--- config.mk ---
export PLATFORM = sky130hd
export DESIGN_NAME = data_io_wide
export DESIGN_NICKNAME = d
export VERILOG_FILES = /design/src/rtl/data_io_pkg.sv /design/src/rtl/data_io_fifo.sv /design/src/rtl/data_io_wide.sv
export SDC_FILE = /design/constraint.sdc
export NUM_CORES = 1
export LEC_CHECK = 0
export ABC_CLOCK_PERIOD_IN_PS = 6600
export BUFFER_PORTS_ARGS = -buffer_cell sky130_fd_sc_hd__buf_2
export CORE_UTILIZATION = 64
export DETAILED_ROUTE_END_ITERATION = 8
export PLACE_DENSITY_LB_ADDON = 0.25
export SLEW_MARGIN = 20
export SYNTH_ARGS = -nofsm -noshare
export SYNTH_HDL_FRONTEND = slang
export SYNTH_SLANG_ARGS = --single-unit
--- constraint.sdc ---
create_clock -name clk_sys -period 6.6 [get_ports clk_sys]
set_input_delay 1.32 -clock clk_sys [delete_from_list [all_inputs] [get_ports clk_sys]]
set_output_delay 1.32 -clock clk_sys [all_outputs]
set_load 0.03 [all_outputs]
--- src/rtl/data_io_pkg.sv ---
// rtl/data_io_pkg.sv - shared command codes and lane helper for the data_io_wide loader
// Purpose: constants shared by data_io_wide and its sub-modules.
//   UIO_FILE_TX      start (payload != 0) or end (payload == 0) of a download
//   UIO_FILE_TX_DAT  file payload bytes
//   UIO_FILE_INDEX   menu index of the file being downloaded
//   nb(dw)           number of byte lanes in a dw-bit word
package data_io_pkg;

  localparam logic [7:0] UIO_FILE_TX     = 8'h53;
  localparam logic [7:0] UIO_FILE_TX_DAT = 8'h54;
  localparam logic [7:0] UIO_FILE_INDEX  = 8'h55;

  function automatic int nb(input int dw);
    return dw / 8;
  endfunction

endpackage

--- src/rtl/data_io_fifo.sv ---
// rtl/data_io_fifo.sv - single-clock word FIFO between the packer and the ioctl write port
// Purpose: buffers packed words so ioctl_wait stalls do not lose data.
// Ports:
//   clk_sys, reset_n  clock and asynchronous active-low reset
//   wr_en, wr_data    push request; ignored when full unless a pop happens in the same cycle
//   rd_en             pop request; ignored when empty
//   rd_data           head entry (valid while !empty)
//   full, empty       occupancy flags
module data_io_fifo #(
  parameter int W     = 18,
  parameter int DEPTH = 4
) (
  input  logic         clk_sys,
  input  logic         reset_n,
  input  logic         wr_en,
  input  logic [W-1:0] wr_data,
  input  logic         rd_en,
  output logic [W-1:0] rd_data,
  output logic         full,
  output logic         empty
);

  localparam int PW = $clog2(DEPTH);

  logic [W-1:0]  mem [DEPTH];
  logic [PW-1:0] wr_ptr;
  logic [PW-1:0] rd_ptr;
  logic [PW:0]   count;
  logic          do_wr;
  logic          do_rd;

  assign full    = (count == (PW+1)'(DEPTH));
  assign empty   = (count == '0);
  assign rd_data = mem[rd_ptr];

  // A pop frees the slot the same cycle, so a push into a full FIFO is kept.
  assign do_rd = rd_en && !empty;
  assign do_wr = wr_en && (!full || do_rd);

  always_ff @(posedge clk_sys) begin
    if (do_wr) begin
      mem[wr_ptr] <= wr_data;
    end
  end

  // DEPTH is a power of two, so the pointers wrap naturally.
  always_ff @(posedge clk_sys or negedge reset_n) begin
    if (!reset_n) begin
      wr_ptr <= '0;
      rd_ptr <= '0;
      count  <= '0;
    end else begin
      if (do_wr) begin
        wr_ptr <= wr_ptr + 1'b1;
      end
      if (do_rd) begin
        rd_ptr <= rd_ptr + 1'b1;
      end
      case ({do_wr, do_rd})
        2'b10:   count <= count + 1'b1;
        2'b01:   count <= count - 1'b1;
        default: count <= count;
      endcase
    end
  end

endmodule

--- src/rtl/data_io_wide.sv ---
// rtl/data_io_wide.sv - ARM SPI file download receiver packing bytes into DW-bit ioctl words
// Purpose: samples the ARM SPI link in clk_sys, decodes FILE_TX / FILE_TX_DAT / FILE_INDEX,
//   packs payload bytes little-endian into DW-bit words with byte enables, buffers them in
//   data_io_fifo and writes them out on the ioctl port, honouring ioctl_wait.
// Optional build macro: DATA_IO_WIDE_CHKSUM_EN enables the running byte sum on ioctl_chksum;
//   without it ioctl_chksum is tied to zero.
// Ports:
//   clk_sys, reset_n           system clock, asynchronous active-low reset
//   SPI_SCK, SPI_SS2, SPI_DI   asynchronous SPI from the ARM (SS2 active-low, MSB first)
//   ioctl_wait                 sink busy, holds off writes
//   ioctl_download             download in progress
//   ioctl_index                menu index of the file
//   ioctl_wr                   one-cycle write strobe with ioctl_addr/ioctl_dout/ioctl_be
//   ioctl_overflow             sticky, a word was dropped on a full FIFO
//   ioctl_chksum               running sum of payload bytes
module data_io_wide
  import data_io_pkg::*;
#(
  parameter int          DW         = 16,
  parameter int          AW         = 25,
  parameter logic [AW-1:0] BASE_ADDR = 'h804000,
  parameter int          FIFO_DEPTH = 4
) (
  input  logic              clk_sys,
  input  logic              reset_n,
  input  logic              SPI_SCK,
  input  logic              SPI_SS2,
  input  logic              SPI_DI,
  input  logic              ioctl_wait,
  output logic              ioctl_download,
  output logic [7:0]        ioctl_index,
  output logic              ioctl_wr,
  output logic [AW-1:0]     ioctl_addr,
  output logic [DW-1:0]     ioctl_dout,
  output logic [DW/8-1:0]   ioctl_be,
  output logic              ioctl_overflow,
  output logic [15:0]       ioctl_chksum
);

  localparam int NB = nb(DW);
  localparam int LW = (NB > 1) ? $clog2(NB) : 1;

  // SPI synchronisers; sck_sr[2] is the previous synced value for edge detection.
  logic [2:0] sck_sr;
  logic [1:0] ss_sr;
  logic [1:0] di_sr;
  logic       sck_rise;
  logic       ss_hi;
  logic       di_s;

  always_ff @(posedge clk_sys or negedge reset_n) begin
    if (!reset_n) begin
      sck_sr <= '0;
      ss_sr  <= 2'b11;
      di_sr  <= '0;
    end else begin
      sck_sr <= {sck_sr[1:0], SPI_SCK};
      ss_sr  <= {ss_sr[0], SPI_SS2};
      di_sr  <= {di_sr[0], SPI_DI};
    end
  end

  assign sck_rise = sck_sr[1] && !sck_sr[2];
  assign ss_hi    = ss_sr[1];
  assign di_s     = di_sr[1];

  // Byte shifter. has_cmd marks that byte 0 (the command) of this transaction is in.
  logic [6:0] shift;
  logic [2:0] bit_cnt;
  logic       has_cmd;
  logic [7:0] cmd;
  logic       byte_done;
  logic       pl_stb;
  logic [7:0] rx_byte;

  assign byte_done = sck_rise && !ss_hi && (bit_cnt == 3'd7);
  assign rx_byte   = {shift, di_s};
  assign pl_stb    = byte_done && has_cmd;

  always_ff @(posedge clk_sys or negedge reset_n) begin
    if (!reset_n) begin
      shift   <= '0;
      bit_cnt <= '0;
      has_cmd <= 1'b0;
      cmd     <= '0;
    end else if (ss_hi) begin
      bit_cnt <= '0;
      has_cmd <= 1'b0;
    end else if (sck_rise) begin
      shift   <= {shift[5:0], di_s};
      bit_cnt <= bit_cnt + 1'b1;
      if (byte_done && !has_cmd) begin
        cmd     <= rx_byte;
        has_cmd <= 1'b1;
      end
    end
  end

  // Packer: pack_data holds the lanes filled so far, upper lanes kept at zero so the
  // final partial word comes out zero-padded without extra masking.
  logic [LW-1:0] lane_cnt;
  logic [DW-1:0] pack_data;
  logic [DW-1:0] pack_merge;
  logic [NB-1:0] be_part;
  logic          lane_last;

  assign lane_last = (lane_cnt == LW'(NB - 1));

  always_comb begin
    pack_merge = pack_data;
    pack_merge[8*int'(lane_cnt) +: 8] = rx_byte;
    be_part = '0;
    for (int k = 0; k < NB; k++) begin
      be_part[k] = (k < int'(lane_cnt));
    end
  end

  // FIFO interface
  logic                 push_vld;
  logic [DW+NB-1:0]     push_word;
  logic [DW+NB-1:0]     fifo_rdata;
  logic                 fifo_full;
  logic                 fifo_empty;
  logic                 pop;
  logic [AW-1:0]        addr_cnt;
  logic                 end_pend;

  assign pop = !fifo_empty && !ioctl_wait;

  data_io_fifo #(
    .W     (DW + NB),
    .DEPTH (FIFO_DEPTH)
  ) u_fifo (
    .clk_sys (clk_sys),
    .reset_n (reset_n),
    .wr_en   (push_vld),
    .wr_data (push_word),
    .rd_en   (pop),
    .rd_data (fifo_rdata),
    .full    (fifo_full),
    .empty   (fifo_empty)
  );

  // Command decode, packer update, address counter and write port. Later assignments
  // win, so a FILE_TX start in the same cycle overrides a drop or an end-of-file fall.
  always_ff @(posedge clk_sys or negedge reset_n) begin
    if (!reset_n) begin
      lane_cnt       <= '0;
      pack_data      <= '0;
      push_vld       <= 1'b0;
      push_word      <= '0;
      addr_cnt       <= BASE_ADDR;
      end_pend       <= 1'b0;
      ioctl_download <= 1'b0;
      ioctl_index    <= '0;
      ioctl_wr       <= 1'b0;
      ioctl_addr     <= '0;
      ioctl_dout     <= '0;
      ioctl_be       <= '0;
      ioctl_overflow <= 1'b0;
    end else begin
      push_vld <= 1'b0;
      ioctl_wr <= pop;
      if (pop) begin
        ioctl_dout <= fifo_rdata[DW-1:0];
        ioctl_be   <= fifo_rdata[DW +: NB];
        ioctl_addr <= addr_cnt;
        addr_cnt   <= addr_cnt + AW'(NB);
      end
      if (push_vld && fifo_full && !pop) begin
        ioctl_overflow <= 1'b1;
      end
      // Nothing queued and nothing about to be queued: the last word has gone out.
      if (end_pend && fifo_empty && !push_vld) begin
        end_pend       <= 1'b0;
        ioctl_download <= 1'b0;
      end
      if (pl_stb) begin
        case (cmd)
          UIO_FILE_TX: begin
            if (rx_byte != 8'h00) begin
              ioctl_download <= 1'b1;
              end_pend       <= 1'b0;
              lane_cnt       <= '0;
              pack_data      <= '0;
              addr_cnt       <= BASE_ADDR;
              ioctl_overflow <= 1'b0;
            end else begin
              if (lane_cnt != '0) begin
                push_vld  <= 1'b1;
                push_word <= {be_part, pack_data};
              end
              lane_cnt  <= '0;
              pack_data <= '0;
              end_pend  <= 1'b1;
            end
          end
          UIO_FILE_TX_DAT: begin
            if (lane_last) begin
              push_vld  <= 1'b1;
              push_word <= {{NB{1'b1}}, pack_merge};
              pack_data <= '0;
              lane_cnt  <= '0;
            end else begin
              pack_data <= pack_merge;
              lane_cnt  <= lane_cnt + 1'b1;
            end
          end
          UIO_FILE_INDEX: ioctl_index <= rx_byte;
          default: ;
        endcase
      end
    end
  end

`ifdef DATA_IO_WIDE_CHKSUM_EN
  logic [15:0] chksum;

  always_ff @(posedge clk_sys or negedge reset_n) begin
    if (!reset_n) begin
      chksum <= '0;
    end else if (pl_stb) begin
      if (cmd == UIO_FILE_TX && rx_byte != 8'h00) begin
        chksum <= '0;
      end else if (cmd == UIO_FILE_TX_DAT) begin
        chksum <= chksum + {8'h00, rx_byte};
      end
    end
  end

  assign ioctl_chksum = chksum;
`else
  assign ioctl_chksum = 16'h0000;
`endif

endmodule

==> results of run 1 <==
worst max-delay path by stage:
stage               startpoint           endpoint  slack, ns  cells past startpoint
floorplan           ioctl_wait    u_fifo.count[2]       3.56                     11
global placement    ioctl_wait  u_fifo.mem[1][11]       3.46                      5
detailed placement  ioctl_wait  u_fifo.mem[1][11]       3.35                      5
CTS                 ioctl_wait  u_fifo.mem[0][17]       3.80                      5
global route        ioctl_wait   u_fifo.mem[0][4]       3.69                      5
finish              ioctl_wait   u_fifo.mem[0][4]       3.84                      5
cells by family after synthesis:
kind of cell             after synthesis
AND/OR/NAND/NOR                      115
adder cells (fa/ha/maj)                9
buffers and inverters                 46
AO/OA/AOI/OAI                         49
multiplexers                         111
other                                  1
XOR/XNOR                              14
flip-flops                           219
sequential cells by signal, summed over array words and instances (netlist names), 3 cells and up:
name          cells
shift             7
bit_cnt           3
pack_data        16
sck_sr            3
u_fifo.mem       72
ioctl_index       8
ioctl_addr       24
ioctl_dout       16
cmd               8
addr_cnt         24
push_word        18
u_fifo.count      3
worst reg2reg max path: stages (launching register included):
cell and delay [ns]:
dfrtp_1 0.37, ha_1 0.16, ha_1 0.16, nand3b_1 0.12, or4_4 0.53, nor3_4 0.84
mux2_2 0.43
area by class of cell:
class                      count  area [µm²]  area share (%)
inverter                      10        37.5           0.379
clock buffer                  35         631            6.37
sequential                   219        5850            59.0
clock inverter                 5        48.8           0.493
tap                          176         220            2.22
timing repair buffer          61         319            3.22
multi-input combinational    315        2800            28.3
layout by cell type, fill, tap and decap left out, types with 9 or more instances in the layout:
| cell | synthesis | final |
|---|---|---|
| a21oi_1 | 17 | 17 |
| edfxtp_1 | 72 | 72 |
| dfrtp_1 | 143 | 143 |
| nor2b_1 | 9 | 9 |
| inv_1 | 10 | 10 |
| conb_1 | 1 | 17 |
| o21ai_0 | 9 | 9 |
| xnor2_1 | 9 | 9 |
| nand3_1 | 10 | 10 |
| or4_1 | 9 | 9 |
| nand4_1 | 9 | 9 |
| nor2_1 | 17 | 16 |
| mux4_2 | 18 | 18 |
| clkbuf_1 | 11 | 11 |
| mux2_2 | 83 | 83 |
| buf_2 | 5 | 57 |
| nand2_1 | 16 | 16 |
| clkbuf_16 | 0 | 23 |
stage by stage:
| stage | hold slack [ns] | setup slack [ns] | area, µm² | instances |
|---|---|---|---|---|
| after floorplan | 0.331 | 3.56 | 8890 | 580 |
| after global placement | 0.337 | 3.46 | 9220 | 781 |
| after detailed placement | 0.350 | 3.35 | 9220 | 781 |
| after CTS | 0.359 | 3.80 | 9900 | 821 |
| after global routing | 0.360 | 3.69 | 9900 | 821 |
| final | 0.355 | 3.84 | 9900 | 821 |
layer usage:
metal | GRT usage (%) | vias up | wire length, µm
met1 | 33.3 | 2495 | 6780
met3 | 2.83 | 23 | 649
li1 | - | 2201 | -
met4 | 6.09 | 0 | 235
met5 | 0 | - | 0
met2 | 38.1 | 138 | 7680
power breakdown:
part           switching, W  total (W)  internal [W]
Combinational      0.000230   0.000413      0.000183
Sequential         0.000142    0.00163       0.00149
Clock              0.000480    0.00117      0.000693
Total              0.000852    0.00321       0.00236
==> results.cfg, run 1 <==
[detailed_routing]
drc = 0
routed_wl_mm = 15.3
dr.pass1.iters = 5
postRouteAntennaNets = 0
wl_per_cell_um = 18.7
vias = 4857
viasPerCell = 5.92
first_iter_violations = 281

[clock_tree]
htree_levels = 1
cts_root_buf = clkbuf_16
post_cts_resized = 0
postCtsSetupBuffers = 0
clk_pin_slew_ns = 0.06
cts_made_buffers = 22
cts_hold_buf = 0
clock-sinks = 219
clock_latency_ns = 0.49
clk_path_buf_depth = 3
cts_tree = yes

[setup_path]
r2r-start = bit_cnt[0]
crit_family = simple AND/OR/NAND/NOR gates
critPathKind = in -> reg
slowest_stage = and2_1
r2r_cells = 6
critPathRequiredTime_ns = 6.70
regToRegSetupSlack_ns = 3.87
arrival_ns = 2.86
worst_path_largest_cell_delay_ns = 0.86
path_max_fanout = 18
crit_path_end_kind = register
path_cells = buf_2 -> nand2_1 -> nor3_1 -> nor2b_1 -> and2_1
cp-start-kind = input pin
r2r-end = push_word[0]
path_buf_inv = 1

[floorplanning]
die_w_um = 119
row_count = 42
core_area_um2 = 13300
chipHeight_um = 119
num_io_pins = 76
start_util_pct = 66.2
design.die.area_um2 = 14300

[min_path]
min_from = sck_sr[0]
hold_end = sck_sr[1]
holdPathStages = 0
min_path_type = reg -> reg

[timing]
tightest_slew_ns = 1.02
max_slew_margin_pct = 32.0
tns_ns = 0
fin_crit_sh_pct = 41.8
setup_viol = 0
final_max_slew_viol_count = 0
min_period_ns = 2.76
finalHoldViolations = 0
fmaxAchievable_ghz = 0.362
fin_skew_ns = 0.0115
grt_setup_unrepaired = false

[synth]
synth-adder-area-share_pct = 1.36
synth_most_common_cell = dfrtp_1
synth_common_cells = 143 x dfrtp_1, 83 x mux2_2, 72 x edfxtp_1, 18 x mux4_2
netlist_area_um2 = 8830
ys_warn_count = 0
synth_edf_count = 72
syn-instance-count = 564
yosysSeqAreaShare_pct = 66.2
ys_seq_elements = 219
synth_area_leaders = dfrtp_1 41%, edfxtp_1 24%, mux2_2 11%, mux4_2 4.6%, buf_4 1.4%
synth_top_area_share_pct = 40.5
yosysUniqueCellTypes = 52
synth_top_family_by_area = multiplexers
synth_xor_xnor_area_share_pct = 1.39
synth_compound_area_share_pct = 3.54
syn_area_per_cell_um2 = 15.7
synthFlopType = dfrtp_1
synthSimpleGateAreaFrac_pct = 7.88
synthMuxAreaShare_pct = 16.7
async_flop_share_pct = 67.1
synth_top_cell_by_area = dfrtp_1

[global_route]
grt_max_degree = 78
antenna_found_initial = 0
grtUsageTotal_pct = 23.2
grt_pass1_vias = 4944
grt_overflow = 0
grt_pass1_wl_mm = 25.8

[final_layout]
fin_util_pct = 74.2
nets = 644
n_fill_cell = 822
syn2layout_area_growth_pct = 12.1
layout-drive-gt1-share_pct = 32.6
n_antenna_cell = 0

[placement]
gp_congestion = 0.771
io_buffers = 58
dp_hpwl_mm = 9.67

[job]
maxCapViolCount = 0

[pwr]
irDropWorstVdd_mv = 0.286
power_w = 0.00321
p_leak_nw = 4.58
cellPowerDensity_nw_per_um2 = 325

[status]
status = finished, final reports clean
No activity file was read; power rests on OpenSTA's default activity.
==> inputs of run 2 (changes only) <==
- ABC_CLOCK_PERIOD_IN_PS: 6600 -> 2570
- CORE_UTILIZATION: 64 -> 59
- clock period: 6.6 -> 2.57 ns (I/O delays scaled with it)
==> run 2 against run 1 <==
Clock skew is 0.0043 ns higher. Critical path depth is 2 higher. Utilization is 5.2 points lower. Cell count is 2.4% higher. Non-clock buffer count is 12 higher. Critical path type is now reg -> reg. Critical endpoint is now push_word[5].
==> results.cfg, run 2 (same netlist as run 1, synthesis figures left out) <==
[status]
status = finished, final reports clean

[detailed_routing]
wl_per_cell_um = 18.2
vias = 4839
postRouteAntennaNets = 0
first_iter_violations = 324
drc = 0
routed_wl_mm = 15.3
viasPerCell = 5.75
dr.pass1.iters = 5

[pwr]
cellPowerDensity_nw_per_um2 = 825
p_leak_nw = 4.67
power_w = 0.00830
irDropWorstVdd_mv = 0.469

[floorplanning]
chipHeight_um = 124
num_io_pins = 76
die_w_um = 124
start_util_pct = 60.5
row_count = 44
core_area_um2 = 14600
design.die.area_um2 = 15500

[timing]
final_max_slew_viol_count = 0
min_period_ns = 2.29
tns_ns = 0
setup_viol = 0
finalHoldViolations = 0
fin_crit_sh_pct = 89.1
fmaxAchievable_ghz = 0.436
tightest_slew_ns = 0.951
setup_ws_ns = 0.279
grt_setup_unrepaired = false
fin_skew_ns = 0.0158
max_slew_margin_pct = 36.6

[setup_path]
critPathRequiredTime_ns = 2.96
critPathKind = reg -> reg
cp-start-kind = register
crit_path_end_kind = register
path_max_fanout = 18
arrival_ns = 2.68

[placement]
post-place-cells = 800
io_buffers = 58
dp_hpwl_mm = 9.67
gp_congestion = 0.777
place_ws_ns = 0.261

[global_route]
met2_usage_pct = 33.5
grt_overflow = 0
grt_max_degree = 60
grt_pass1_wl_mm = 26.2
antenna_found_initial = 0
grt_pass1_vias = 5022
use_met1_pct = 30.7
grt_busiest_layer = met2
grtUsageTotal_pct = 20.9
grtUsageMet3_pct = 2.75

[final_layout]
nets = 656
final_cell_mix = 143 x dfrtp_1, 83 x mux2_2, 72 x edfxtp_1
layout-drive-gt1-share_pct = 34.1
n_antenna_cell = 0
largest_reg_flops = 72
final-instance-count-excl-fill = 841
syn2layout_area_growth_pct = 14.0
final_common_cell = dfrtp_1
reg_top3 = u_fifo.mem (72), addr_cnt (24), ioctl_addr (24)
top_register = u_fifo.mem

[job]
maxCapViolCount = 0

[clock_tree]
clk_pin_slew_ns = 0.06
cts_hold_buf = 1
postCtsSetupBuffers = 0
post_cts_resized = 0
htree_levels = 1
cts_root_buf = clkbuf_16
cts_made_buffers = 22
cts_tree = yes
clk_path_buf_depth = 3
clock-sinks = 219
clock_latency_ns = 0.50

[min_path]
min_path_type = in -> reg
==> run 2: worst paths after layout <==
| kind | startpoint | to | slack, ns | cells past startpoint |
|---|---|---|---|---|
| worst max-delay path | bit_cnt[0] | push_word[5] | 0.28 | 7 |
| worst min-delay path | SPI_DI | di_sr[0] | 0.12 | 1 |
| worst max register to register | bit_cnt[0] | push_word[5] | 0.28 | 7 |
| worst min register to register | di_sr[0] | di_sr[1] | 0.35 | 0 |
| max in group asynchronous | reset_n | ss_sr[0] | 1.29 | 3 |
| min in group asynchronous | reset_n | u_fifo.rd_ptr[0] | 0.56 | 2 |
==> run 2: power breakdown <==
group / internal (W) / switching, W / total (W)
Sequential: 0.00382 / 0.000275 / 0.00409
Combinational: 0.000498 / 0.000683 / 0.00118
Clock: 0.00179 / 0.00125 / 0.00303
Total: 0.00610 / 0.00220 / 0.00830
==> run 2: critical path: stages (launching register included) <==
cell      delay (ns)
dfrtp_1         0.37
ha_1            0.16
ha_1            0.16
nand3b_1        0.12
or4_4           0.53
nor3_4          0.17
buf_4           0.30
mux2_2          0.38
==> run 2: metrics by stage <==
step | area, µm² | util (%) | hold WS (ns)
after detailed placement | 9350 | 64.1 | 0.336
after floorplan | 8890 | - | 0.218
final | 10100 | 69.0 | 0.116
after CTS | 10100 | 69.0 | 0.108
after global routing | 10100 | 69.0 | 0.101
after global placement | 9350 | 64.1 | 0.334
==> run 2: area by class of cell <==
type                            instances  area, µm²
Clock buffer                           36        673
Sequential cell                       219       5850
Fill cell                             973       4530
Tap cell                              184        230
Timing Repair Buffer                   73        449
Clock inverter                          4       28.8
Inverter                               10       37.5
Multi-Input combinational cell        315       2800
==> run 2: metal layers <==
layer	up-vias	part of all wire [%]
li1	2231	-
met1	2483	45
met2	101	49
met3	24	4.3
met4	0	1.8
met5	-	0
